===== src/rtl/mac_frame_pipe.sv =====
// Framed multiply-accumulate: a start-triggered frame of len samples is passed through a
// three-stage operand/product/accumulate pipeline, with an optional saturating accumulator.
module mac_frame_pipe #(
   parameter int DW   = 8,
   parameter int CW   = 6,
   parameter int ACCW = 20
) (
   input  logic            clk,
   input  logic            rst,
   input  logic            start,
   input  logic [CW-1:0]   len,
   input  logic            sat_en,
   input  logic            in_valid,
   input  logic [DW-1:0]   a,
   input  logic [DW-1:0]   b,
   output logic            in_ready,
   output logic [2*DW-1:0] prod,
   output logic [ACCW-1:0] acc,
   output logic            out_valid,
   output logic            busy,
   output logic            done
);

   typedef enum logic [1:0] {
      S_IDLE  = 2'd0,
      S_RUN   = 2'd1,
      S_DRAIN = 2'd2,
      S_DONE  = 2'd3
   } state_t;

   state_t            state_q, state_d;
   logic [CW-1:0]     cnt_q, cnt_d;
   logic              drain_q, drain_d;
   logic              sat_q, sat_d;
   logic              clr_acc_s;
   logic              accept_s;
   logic [DW-1:0]     a_q, b_q;
   logic              v1_q, v2_q;
   logic [2*DW-1:0]   prod_q;
   logic [2*DW-1:0]   prod_s;
   logic [ACCW:0]     sum_s;
   logic [ACCW-1:0]   acc_q, acc_d;
   logic              ov_q, rdy_q, busy_q, done_q;

   // rdy_q is a registered copy of (state == RUN), so it doubles as the accept qualifier
   assign accept_s = in_valid && rdy_q;
   assign prod_s   = (2*DW)'(a_q) * (2*DW)'(b_q);
   assign sum_s    = {1'b0, acc_q} + {{(ACCW+1-2*DW){1'b0}}, prod_q};

   // Next-state logic: frame sequencing, sample counting and drain timing
   always_comb begin
      state_d   = state_q;
      cnt_d     = cnt_q;
      drain_d   = drain_q;
      sat_d     = sat_q;
      clr_acc_s = 1'b0;
      case (state_q)
         S_IDLE: begin
            if (start) begin
               clr_acc_s = 1'b1;
               if (len != {CW{1'b0}}) begin
                  cnt_d   = len;
                  sat_d   = sat_en;
                  state_d = S_RUN;
               end else begin
                  state_d = S_DONE;
               end
            end else begin
               state_d = S_IDLE;
            end
         end
         S_RUN: begin
            if (accept_s) begin
               cnt_d = cnt_q - {{(CW-1){1'b0}}, 1'b1};
               if (cnt_q == {{(CW-1){1'b0}}, 1'b1}) begin
                  drain_d = 1'b0;
                  state_d = S_DRAIN;
               end else begin
                  state_d = S_RUN;
               end
            end else begin
               state_d = S_RUN;
            end
         end
         // two cycles let the last sample's product reach the accumulator
         S_DRAIN: begin
            if (drain_q) begin
               state_d = S_DONE;
            end else begin
               drain_d = 1'b1;
            end
         end
         S_DONE:  state_d = S_IDLE;
         default: state_d = S_IDLE;
      endcase
   end

   // Accumulator update: clear on frame start, otherwise wrap or clamp per latched mode
   always_comb begin
      acc_d = acc_q;
      if (clr_acc_s) begin
         acc_d = {ACCW{1'b0}};
      end else if (v2_q) begin
         if (sat_q && sum_s[ACCW]) begin
            acc_d = {ACCW{1'b1}};
         end else begin
            acc_d = sum_s[ACCW-1:0];
         end
      end else begin
         acc_d = acc_q;
      end
   end

   // Control state and registered status outputs
   always_ff @(posedge clk or negedge rst) begin
      if (!rst) begin
         state_q <= S_IDLE;
         cnt_q   <= {CW{1'b0}};
         drain_q <= 1'b0;
         sat_q   <= 1'b0;
         rdy_q   <= 1'b0;
         busy_q  <= 1'b0;
         done_q  <= 1'b0;
      end else begin
         state_q <= state_d;
         cnt_q   <= cnt_d;
         drain_q <= drain_d;
         sat_q   <= sat_d;
         rdy_q   <= (state_d == S_RUN);
         busy_q  <= (state_d != S_IDLE);
         done_q  <= (state_d == S_DONE);
      end
   end

   // Datapath pipeline: operands, product, accumulator
   always_ff @(posedge clk or negedge rst) begin
      if (!rst) begin
         a_q    <= {DW{1'b0}};
         b_q    <= {DW{1'b0}};
         v1_q   <= 1'b0;
         v2_q   <= 1'b0;
         prod_q <= {(2*DW){1'b0}};
         acc_q  <= {ACCW{1'b0}};
         ov_q   <= 1'b0;
      end else begin
         v1_q <= accept_s;
         if (accept_s) begin
            a_q <= a;
            b_q <= b;
         end
         v2_q <= v1_q;
         if (v1_q) begin
            prod_q <= prod_s;
         end
         acc_q <= acc_d;
         ov_q  <= v2_q;
      end
   end

   assign in_ready  = rdy_q;
   assign prod      = prod_q;
   assign acc       = acc_q;
   assign out_valid = ov_q;
   assign busy      = busy_q;
   assign done      = done_q;

endmodule


===== config.mk =====
export PLATFORM = sky130hd
export DESIGN_NAME = mac_frame_pipe
export DESIGN_NICKNAME = d
export VERILOG_FILES = /design/src/rtl/mac_frame_pipe.sv
export SDC_FILE = /design/constraint.sdc
export NUM_CORES = 1
export LEC_CHECK = 0
export CORE_MARGIN = 5
export CORE_UTILIZATION = 48
export CTS_BUF_LIST = sky130_fd_sc_hd__clkbuf_16
export CTS_CLUSTER_DIAMETER = 80
export DETAILED_ROUTE_END_ITERATION = 12
export DONT_BUFFER_PORTS = 1
export GPL_ROUTABILITY_DRIVEN = 0
export HOLD_SLACK_MARGIN = 0.06
export SYNTH_ARGS = -nofsm -noshare
export SYNTH_HDL_FRONTEND = slang
export SYNTH_SLANG_ARGS = --single-unit

===== constraint.sdc =====
create_clock -name clk -period 4.65 [get_ports clk]
set_input_delay 0.2325 -clock clk [delete_from_list [all_inputs] [get_ports clk]]
set_output_delay 0.2325 -clock clk [all_outputs]
set_load 0.05 [all_outputs]

==> results.md, run 1 <==
* Status: complete, no violations
* Worst Path Buf+Inv at 2
* Worst Min Path Start: len[4]
* Main synth FF type: dfrtp_1
* Worst-margin pin slew at 915 ps
* # port buffers at 0
* R2R Path End: prod[13]$_DFFE_PN0P_
* Worst endpoint required time at 4880 ps
* Post-synthesis sequential area ratio at 0.307
* Kind of cell adding the most delay to the critical path: adder cells
* Total track usage at 0.188
* Initial DRC count at 213
* #FFs+latches synth at 68
* Path depth of the worst reg2reg path at 14
* Core Region at 11,400 um^2
* Number of flops mapped to enable cells by yosys at 0
* Pin count of the biggest net entering global routing at 69
* Ant diodes at 0
* Crit-path slowest cell: fa_1
* Arr. time, crit path at 4650 ps
* Critical Path Start Type: register
* Chip width at 118 um
* Final setup fails at 0
* Die height at 118 um
* Initial Util at 0.488
* Row count at 39
* Slowest cell delay on critical path at 550 ps
* DRC at 0
* Slew Viols, Final at 0
* Library cells used by synthesis at 56
* Setup ws final at 230 ps
* CTS tree: built
* Maxcap violations at 0
* Fin util at 0.549
* Initial antenna violation count at 0
* Area growth, synth to finish at 12.6%
* Cells after Synth at 565
* Gr ovfl total at 0
* Clk pin slew, worst setup/hold paths at 60 ps
* Rel. slew slack at 0.390
* Worst-Skew Late Latency at 350 ps
* Place WS at 172 ps
* CTS Buf Count at 9
* Setup TNS at 0 ps
* Clock Path Buffers at 2
* Final period util at 0.951
* Drt total wl at 12,100 um
* CP Cell Sequence: and2_1 -> fa_1 -> fa_1 -> fa_1 -> inv_1 -> fa_1 -> inv_1 -> ha_1 -> or3_1 -> o21ai_2 -> o21ai_1 -> a21oi_1 -> xnor2_1 -> mux2_2
* DR vias at 4,114
* Final hold vios at 0
* CTS H-tree lvls at 3
* DR pass1 iterations at 4
* Area of the multi-input gates at 3580 um^2
* Sequential Area at 1710 um^2
* Synth Cell Area at 5550 um^2
* Mapped Avg Cell Area at 9.82 um^2
* Worst R2R Setup Slack at 230 ps
* Hold EP: cnt_q[4]$_DFFE_PN0P_
* Io pins at 67
* Hold path depth at 2
* Drt wl/cell at 16.4 um
* Number of synthesis warnings at 0
* Die Area at 13,800 um^2
* First-pass GRT wire length at 21,100 um
* Worst path most repeated cell: fa_1
* Final ANT Viol Nets at 0
* Reg-to-reg startpoint: a_q[5]$_DFFE_PN0P_
* Clock root cell: clkbuf_16
* Worst-path fanout max at 9
* DP HPWL at 9170 um
* Tightest Hold Check Type: primary input to register
* Worst Setup End Kind: register
* Crit path kind: register to register
* Via density per instance at 5.58
* Fmax at 226 MHz
* Clk_skew at 7.65 ps
* Nets at 707
* Vias in the first global route at 4,249
* # clock sinks at 68
* Min cycle time layout at 4420 ps
* Async set-or-reset flop fraction in the synthesized netlist at 1.00
* Number of fillers in the final layout at 1,016
* Layout cells sized above 1 at 0.114
* Mapped Nets at 683
-- per-layer routing --
layer  part of all wire  wire, um  track usage  vias to the layer above
met5                  0         0            0                        -
met1               0.44      5380        0.239                     2011
met4              0.016       197       0.0595                        0
met2               0.47      5630        0.294                       93
met3              0.073       887       0.0750                       18
li1                   -         -            -                     1992
-- synthesized netlist by cell type (6+ instances only) --
library cell | count | area, um^2
nor3_1 | 7 | 35.0
o21ai_0 | 36 | 180
a21oi_1 | 34 | 170
ha_1 | 54 | 676
xnor2_1 | 12 | 105
xor2_1 | 11 | 96.3
a31oi_1 | 9 | 56.3
nand2_1 | 38 | 143
inv_1 | 59 | 221
a211oi_1 | 6 | 45.0
and2_1 | 54 | 338
nand3_1 | 9 | 45.0
mux2_2 | 28 | 315
dfrtp_1 | 68 | 1700
clkbuf_1 | 9 | 33.8
nor2_1 | 24 | 90.1
fa_1 | 37 | 741
-- what timing repair did --
action | in CTS | in global routing
setup buffers | 0 | 0
endpoints found under the hold margin | 86 | 0
gates resized for setup | 0 | 5
endpoints found under the setup margin | 0 | 5
hold buffers | 20 | 0
-- state kept, by name, summed over array words and instances, names as in the netlist, 2 cells and up --
| register | cells |
|---|---|
| prod | 16 |
| a_q | 8 |
| acc | 20 |
| state_q | 2 |
| b_q | 8 |
| cnt_q | 6 |
-- cell families (layout without fill, tap and decap cells) --
family | Yosys count | after routing | share of synthesized area
xor+xnor | 23 | 23 | 0.0363
mux | 29 | 29 | 0.0586
fa+ha+maj | 91 | 91 | 0.255
simple gates | 156 | 156 | 0.149
buf+inv | 72 | 101 | 0.0501
flops | 68 | 68 | 0.307
compound gates | 126 | 126 | 0.144
-- stage by stage --
step	std cells	instance area [um^2]	hold slack [ps]
final	737	6240	130
after detailed placement	701	5720	-60.3
after global routing	737	6240	123
after global placement	701	5720	-60.4
after floorplan	565	5550	-63.1
after CTS	737	6230	116
-- worst max-delay path by stage --
stage                                      end          startpoint  cells after the start
after floorplan           prod[13]$_DFFE_PN0P_  a_q[2]$_DFFE_PN0P_                     14
after global placement    prod[14]$_DFFE_PN0P_  a_q[3]$_DFFE_PN0P_                     13
after detailed placement  prod[13]$_DFFE_PN0P_  a_q[3]$_DFFE_PN0P_                     14
final                     prod[13]$_DFFE_PN0P_  a_q[5]$_DFFE_PN0P_                     14
after global routing      prod[13]$_DFFE_PN0P_  a_q[5]$_DFFE_PN0P_                     14
after CTS                 prod[13]$_DFFE_PN0P_  a_q[3]$_DFFE_PN0P_                     14
-- cell usage in the layout (no fill, tap or decap), types with 3 or more instances in the layout --
cell            n
dfrtp_1        65
inv_1          59
and2_1         54
ha_1           54
nand2_1        38
fa_1           37
o21ai_0        36
a21oi_1        34
mux2_2         28
nor2_1         24
dlygate4sd3_1  19
xnor2_1        12
xor2_1         11
nand3_1         9
a31oi_1         9
clkbuf_16       9
nor3_1          7
a211oi_1        6
buf_4           6
o21a_1          5
a21o_1          5
nor2b_1         4
o21ai_1         3
o21bai_1        3
a41oi_1         3
dfrtp_2         3
clkinvlp_4      3
-- area by class of cell --
class                      instances  share of cell area
timing repair buffer              26              0.0421
clock inverter                     7              0.0120
tap                              143              0.0287
sequential                        68               0.273
multi-input combinational        425               0.573
inverter                          59              0.0355
clock buffer                       9              0.0361
Power of run 1 is left out: the tool's default activity adds up to more than one toggle a clock period on the data nets, which glitch-free logic cannot reach.
==> run 2, diff against run 1 <==
- CELL_PAD_IN_SITES_DETAIL_PLACEMENT: unset -> 2
- CELL_PAD_IN_SITES_GLOBAL_PLACEMENT: unset -> 2
- CORE_UTILIZATION: 48 -> 45
- PLACE_DENSITY_LB_ADDON: unset -> 0.1
- clock period: 4.65 -> 5.4 ns (I/O delays scaled with it)
==> run 2 against run 1 <==
  * Sequential cell count unchanged
  * Sequential share of layout area grew 0.59 points
  * Register-to-register slack better by 510 ps
  * Clock skew grew 2.1 ps
  * Fmax shrank 5.2%
  * Worst hold slack got worse by 64 ps
  * Final cell count grew 0.54%
  * Critical endpoint is now prod[14]$_DFFE_PN0P_
  * Largest cell class unchanged
==> results.md, run 2 (synthesis gave the netlist of run 1 again) <==
* Status: complete, no violations
* Min cycle time layout at 4660 ps
* # port buffers at 0
* Met1 Track Usage GR at 0.274
* Final setup fails at 0
* Initial antenna violation count at 0
* Number of fillers in the final layout at 1,277
* Worst-Skew Late Latency at 350 ps
* Arr. time, crit path at 4900 ps
* First-pass GRT wire length at 26,400 um
* Layout cells sized above 1 at 0.0979
* Row count at 40
* DP HPWL at 11,800 um
* Kind of cell adding the most delay to the critical path: adder cells
* Worst Setup End Kind: register
* Drt wl/cell at 21.0 um
* Fin util at 0.506
* DRC at 0
* DR vias at 4,153
* Worst-margin pin slew at 1010 ps
* Critical Path Start Type: register
* Clock Path Buffers at 2
* CTS H-tree lvls at 3
* Clk_skew at 9.75 ps
* Worst endpoint required time at 5630 ps
* Gr ovfl total at 0
* CTS Buf Count at 9
* Core Region at 12,100 um^2
* Nets at 685
* PostCTS Resize Cnt at 0
* Via density per instance at 5.60
* Slowest cell delay on critical path at 550 ps
* Clock root cell: clkbuf_16
* # clock sinks at 68
* Worst Min Path Start: b[4]
* Final ANT Viol Nets at 0
* M3 GR Usage at 0.0681
* Crit path kind: register to register
* Clk pin slew, worst setup/hold paths at 60 ps
* Rel. slew slack at 0.328
* Worst R2R Setup Slack at 740 ps
* Final period util at 0.864
* Slew Viols, Final at 0
* Finished Layout Cells at 741
* Area growth, synth to finish at 9.92%
* Met2 Usage GRT at 0.409
* Die height at 121 um
* Fmax at 214 MHz
* Placed cell count at 721
* Maxcap violations at 0
* Most Crowded Layer GR: met2
* Io pins at 67
* Final hold vios at 0
* Chip width at 121 um
* Vias in the first global route at 4,946
* Initial Util at 0.460
* Leading cell types in the layout, fill and taps excluded: dfrtp_1 (68), inv_1 (59), and2_1 (54), ha_1 (54), nand2_1 (38)
* Pin count of the biggest net entering global routing at 69
* Tightest Hold Check Type: primary input to register
* Reg-to-reg startpoint: a_q[0]$_DFFE_PN0P_
* Largest register FFs at 20
* Worst path most repeated cell: fa_1
* Hold_ws at 66.3 ps
* Die Area at 14,600 um^2
* Crit-path slowest cell: fa_1
* Setup TNS at 0 ps
* Worst-path fanout max at 9
* CTS tree: built
* CP Cell Sequence: nand2_1 -> fa_1 -> fa_1 -> inv_1 -> fa_1 -> inv_1 -> fa_1 -> inv_1 -> ha_1 -> nand3_1 -> o211ai_1 -> o21ai_1 -> o21ai_0 -> xor2_1 -> mux2_2
* Total track usage at 0.232
* Initial DRC count at 164
* DR pass1 iterations at 4
* RSZ-0062 raised after global routing: no
* Worst Path Buf+Inv at 3
* Critical path origin: a_q[0]$_DFFE_PN0P_
* Commonest non-fill, non-tap cell in the layout: dfrtp_1
* Drt total wl at 15,500 um
==> run 2: final timing paths <==
| check | endpoint | cells after the start |
|---|---|---|
| setup / recovery | prod[14]$_DFFE_PN0P_ | 15 |
| hold / removal | b_q[4]$_DFFE_PN0P_ | 1 |
| setup reg to reg | prod[14]$_DFFE_PN0P_ | 15 |
| hold reg to reg | cnt_q[5]$_DFFE_PN0P_ | 1 |
| max in group asynchronous | prod[15]$_DFFE_PN0P_ | 2 |
| min in group asynchronous | a_q[1]$_DFFE_PN0P_ | 2 |
==> run 2: repair_timing <==
| item | 4_1_cts | 5_1_grt |
|---|---|---|
| hold buffers | 2 | 1 |
| endpoints found under the hold margin | 68 | 1 |
| setup buffers | 0 | 0 |
==> run 2: final cells by class <==
class                           instances  area (um^2)  area share
Clock inverter                          7          114      0.0187
Sequential cell                        68         1700       0.279
Tap cell                              168          210      0.0345
Multi-Input combinational cell        425         3570       0.585
Clock buffer                            9          225      0.0369
Timing Repair Buffer                    4         55.1     0.00903
Inverter                               59          221      0.0363
Antenna cell                            1         2.50    0.000410
==> run 2: metrics by stage <==
step           cell area [um^2]  worst slack [ps]
2_1_floorplan              5550              1210
3_3_place_gp               5710               960
3_5_place_dp               5710               784
4_1_cts                    6090               722
5_1_grt                    6100               467
6_report                   6100               736
==> run 2: per-layer routing <==
metal  wire, um  part of all wire
met5          0                 0
met4        259             0.017
met3        864             0.056
met2       7900              0.51
met1       6510              0.42
Power of run 2 is left out for the same reason.
==> run 3, diff against run 2 <==
==> constraint.sdc (replaced) <==
create_clock -name clk -period 5.4 [get_ports clk]
set_input_delay 0 -clock clk [delete_from_list [all_inputs] [get_ports clk]]
set_output_delay 0 -clock clk [all_outputs]
set_load 0.05 [all_outputs]
==> run 3 against run 2 <==
  * Register-to-register slack worse by 110 ps
  * Wire length is 12% higher
  * Sequential share of layout area is 1.0 points lower
  * Non-clock buffer count is 24 higher
  * Via count is 4.0% higher
  * Count of clock-buffer cells in the layout stayed put
  * First-iteration DRC count is 4.3% lower
  * Clock skew is 1.5 ps lower
  * Sequential cell count stayed put
  * Largest cell class unchanged
==> results.md, run 3 (synthesis gave the netlist of run 1 again) <==
* DP Area at 5710 um^2
* Crit path kind: register to register
* Min cycle time layout at 4780 ps
* Gr ovfl total at 0
* Drt total wl at 17,400 um
* Chip width at 121 um
* Critical Path Start Type: register
* Area growth, synth to finish at 14.2%
* Initial Util at 0.460
* CP Cell Sequence: and2_1 -> fa_1 -> fa_1 -> fa_1 -> inv_1 -> fa_1 -> inv_1 -> ha_1 -> or3_1 -> o21ai_1 -> o21ai_0 -> xor2_1 -> mux2_2
* CTS tree: built
* Final hold vios at 0
* Worst-path fanout max at 9
* Clock root cell: clkbuf_16
* Slew Viols, Final at 0
* Clk pin slew, worst setup/hold paths at 60 ps
* Arr. time, crit path at 5010 ps
* Tightest Hold Check Type: primary input to register
* Pin count of the biggest net entering global routing at 69
* Ant diodes at 0
* Vias in the first global route at 5,240
* CTS H-tree lvls at 3
* DRC at 0
* Io pins at 67
* Status: complete, no violations
* DR pass1 iterations at 4
* Worst-Skew Late Latency at 350 ps
* Largest register FFs at 20
* Die height at 121 um
* Crit-path slowest cell: fa_1
* Setup ws final at 623 ps
* Final ANT Viol Nets at 0
* Initial DRC count at 157
* Final period util at 0.885
* CTS Hold Bufs at 27
* Placed cell count at 721
* First-pass GRT wire length at 28,700 um
* # clock sinks at 68
* CTS Buf Count at 9
* Worst endpoint required time at 5630 ps
* Fmax at 209 MHz
* Final setup fails at 0
* Place WS at 784 ps
* Nets at 709
* RSZ-0062 raised after global routing: no
* Worst-margin pin slew at 1010 ps
* Row count at 40
* Clk_skew at 8.26 ps
* Drt wl/cell at 22.8 um
* Initial antenna violation count at 0
* Leading cell types in the layout, fill and taps excluded: dfrtp_1 (68), inv_1 (59), and2_1 (54), ha_1 (54), nand2_1 (38)
* Commonest non-fill, non-tap cell in the layout: dfrtp_1
* Worst Setup End Kind: register
* Clock Path Buffers at 2
* PostCTS Resize Cnt at 0
* Die Area at 14,600 um^2
* DP HPWL at 11,800 um
* Total track usage at 0.257
* Core Region at 12,100 um^2
* Layout cells sized above 1 at 0.0940
* # port buffers at 0
* Slowest cell delay on critical path at 600 ps
* Post-CTS Setup Repair Bufs at 0
* Design area at 6340 um^2
* Worst path most repeated cell: fa_1
* DR vias at 4,318
* Setup TNS at 0 ps
* Rel. slew slack at 0.329
* Finished Layout Cells at 764
* Via density per instance at 5.65
* Maxcap violations at 0
==> run 3: critical path, delay by kind of cell, from the launching register on <==
family | cells | cell delay, ps
AND/OR/NAND/NOR | 2 | 620
adder cells (fa/ha/maj) | 5 | 2440
AO/OA/AOI/OAI | 2 | 520
flip-flops | 1 | 490
XOR/XNOR | 1 | 190
multiplexers | 1 | 280
buffers and inverters | 2 | 120
==> run 3: layer usage <==
metal | track usage | routed length (um)
met1 | 0.287 | 6920
met2 | 0.466 | 9030
met3 | 0.0671 | 926
met4 | 0.0984 | 543
met5 | 0 | 0
==> run 3: worst paths after layout <==
kind	start	end	slack (ps)	cells past startpoint
max	a_q[1]$_DFFE_PN0P_	prod[14]$_DFFE_PN0P_	620	13
min	start	acc[17]$_DFFE_PN0P_	50	2
max reg2reg	a_q[1]$_DFFE_PN0P_	prod[14]$_DFFE_PN0P_	620	13
min reg2reg	cnt_q[5]$_DFFE_PN0P_	cnt_q[5]$_DFFE_PN0P_	510	1
max in group asynchronous	rst	b_q[5]$_DFFE_PN0P_	4870	2
min in group asynchronous	rst	a_q[1]$_DFFE_PN0P_	190	2
==> run 3: through the flow <==
step,hold WS [ps],utilization
finish,54.8,0.525
global route,76.6,0.525
CTS,70.1,0.525
detailed placement,-293,0.473
global placement,-293,0.473
floorplan,-296,-
==> run 3: final cells by class <==
type	count	area, um^2
clock buffer	9	225
clock inverter	7	114
fill	1260	5730
inverter	59	221
multi-input combinational	425	3570
sequential	68	1700
tap	168	210
timing repair buffer	28	295
Power of run 3 is left out for the same reason.
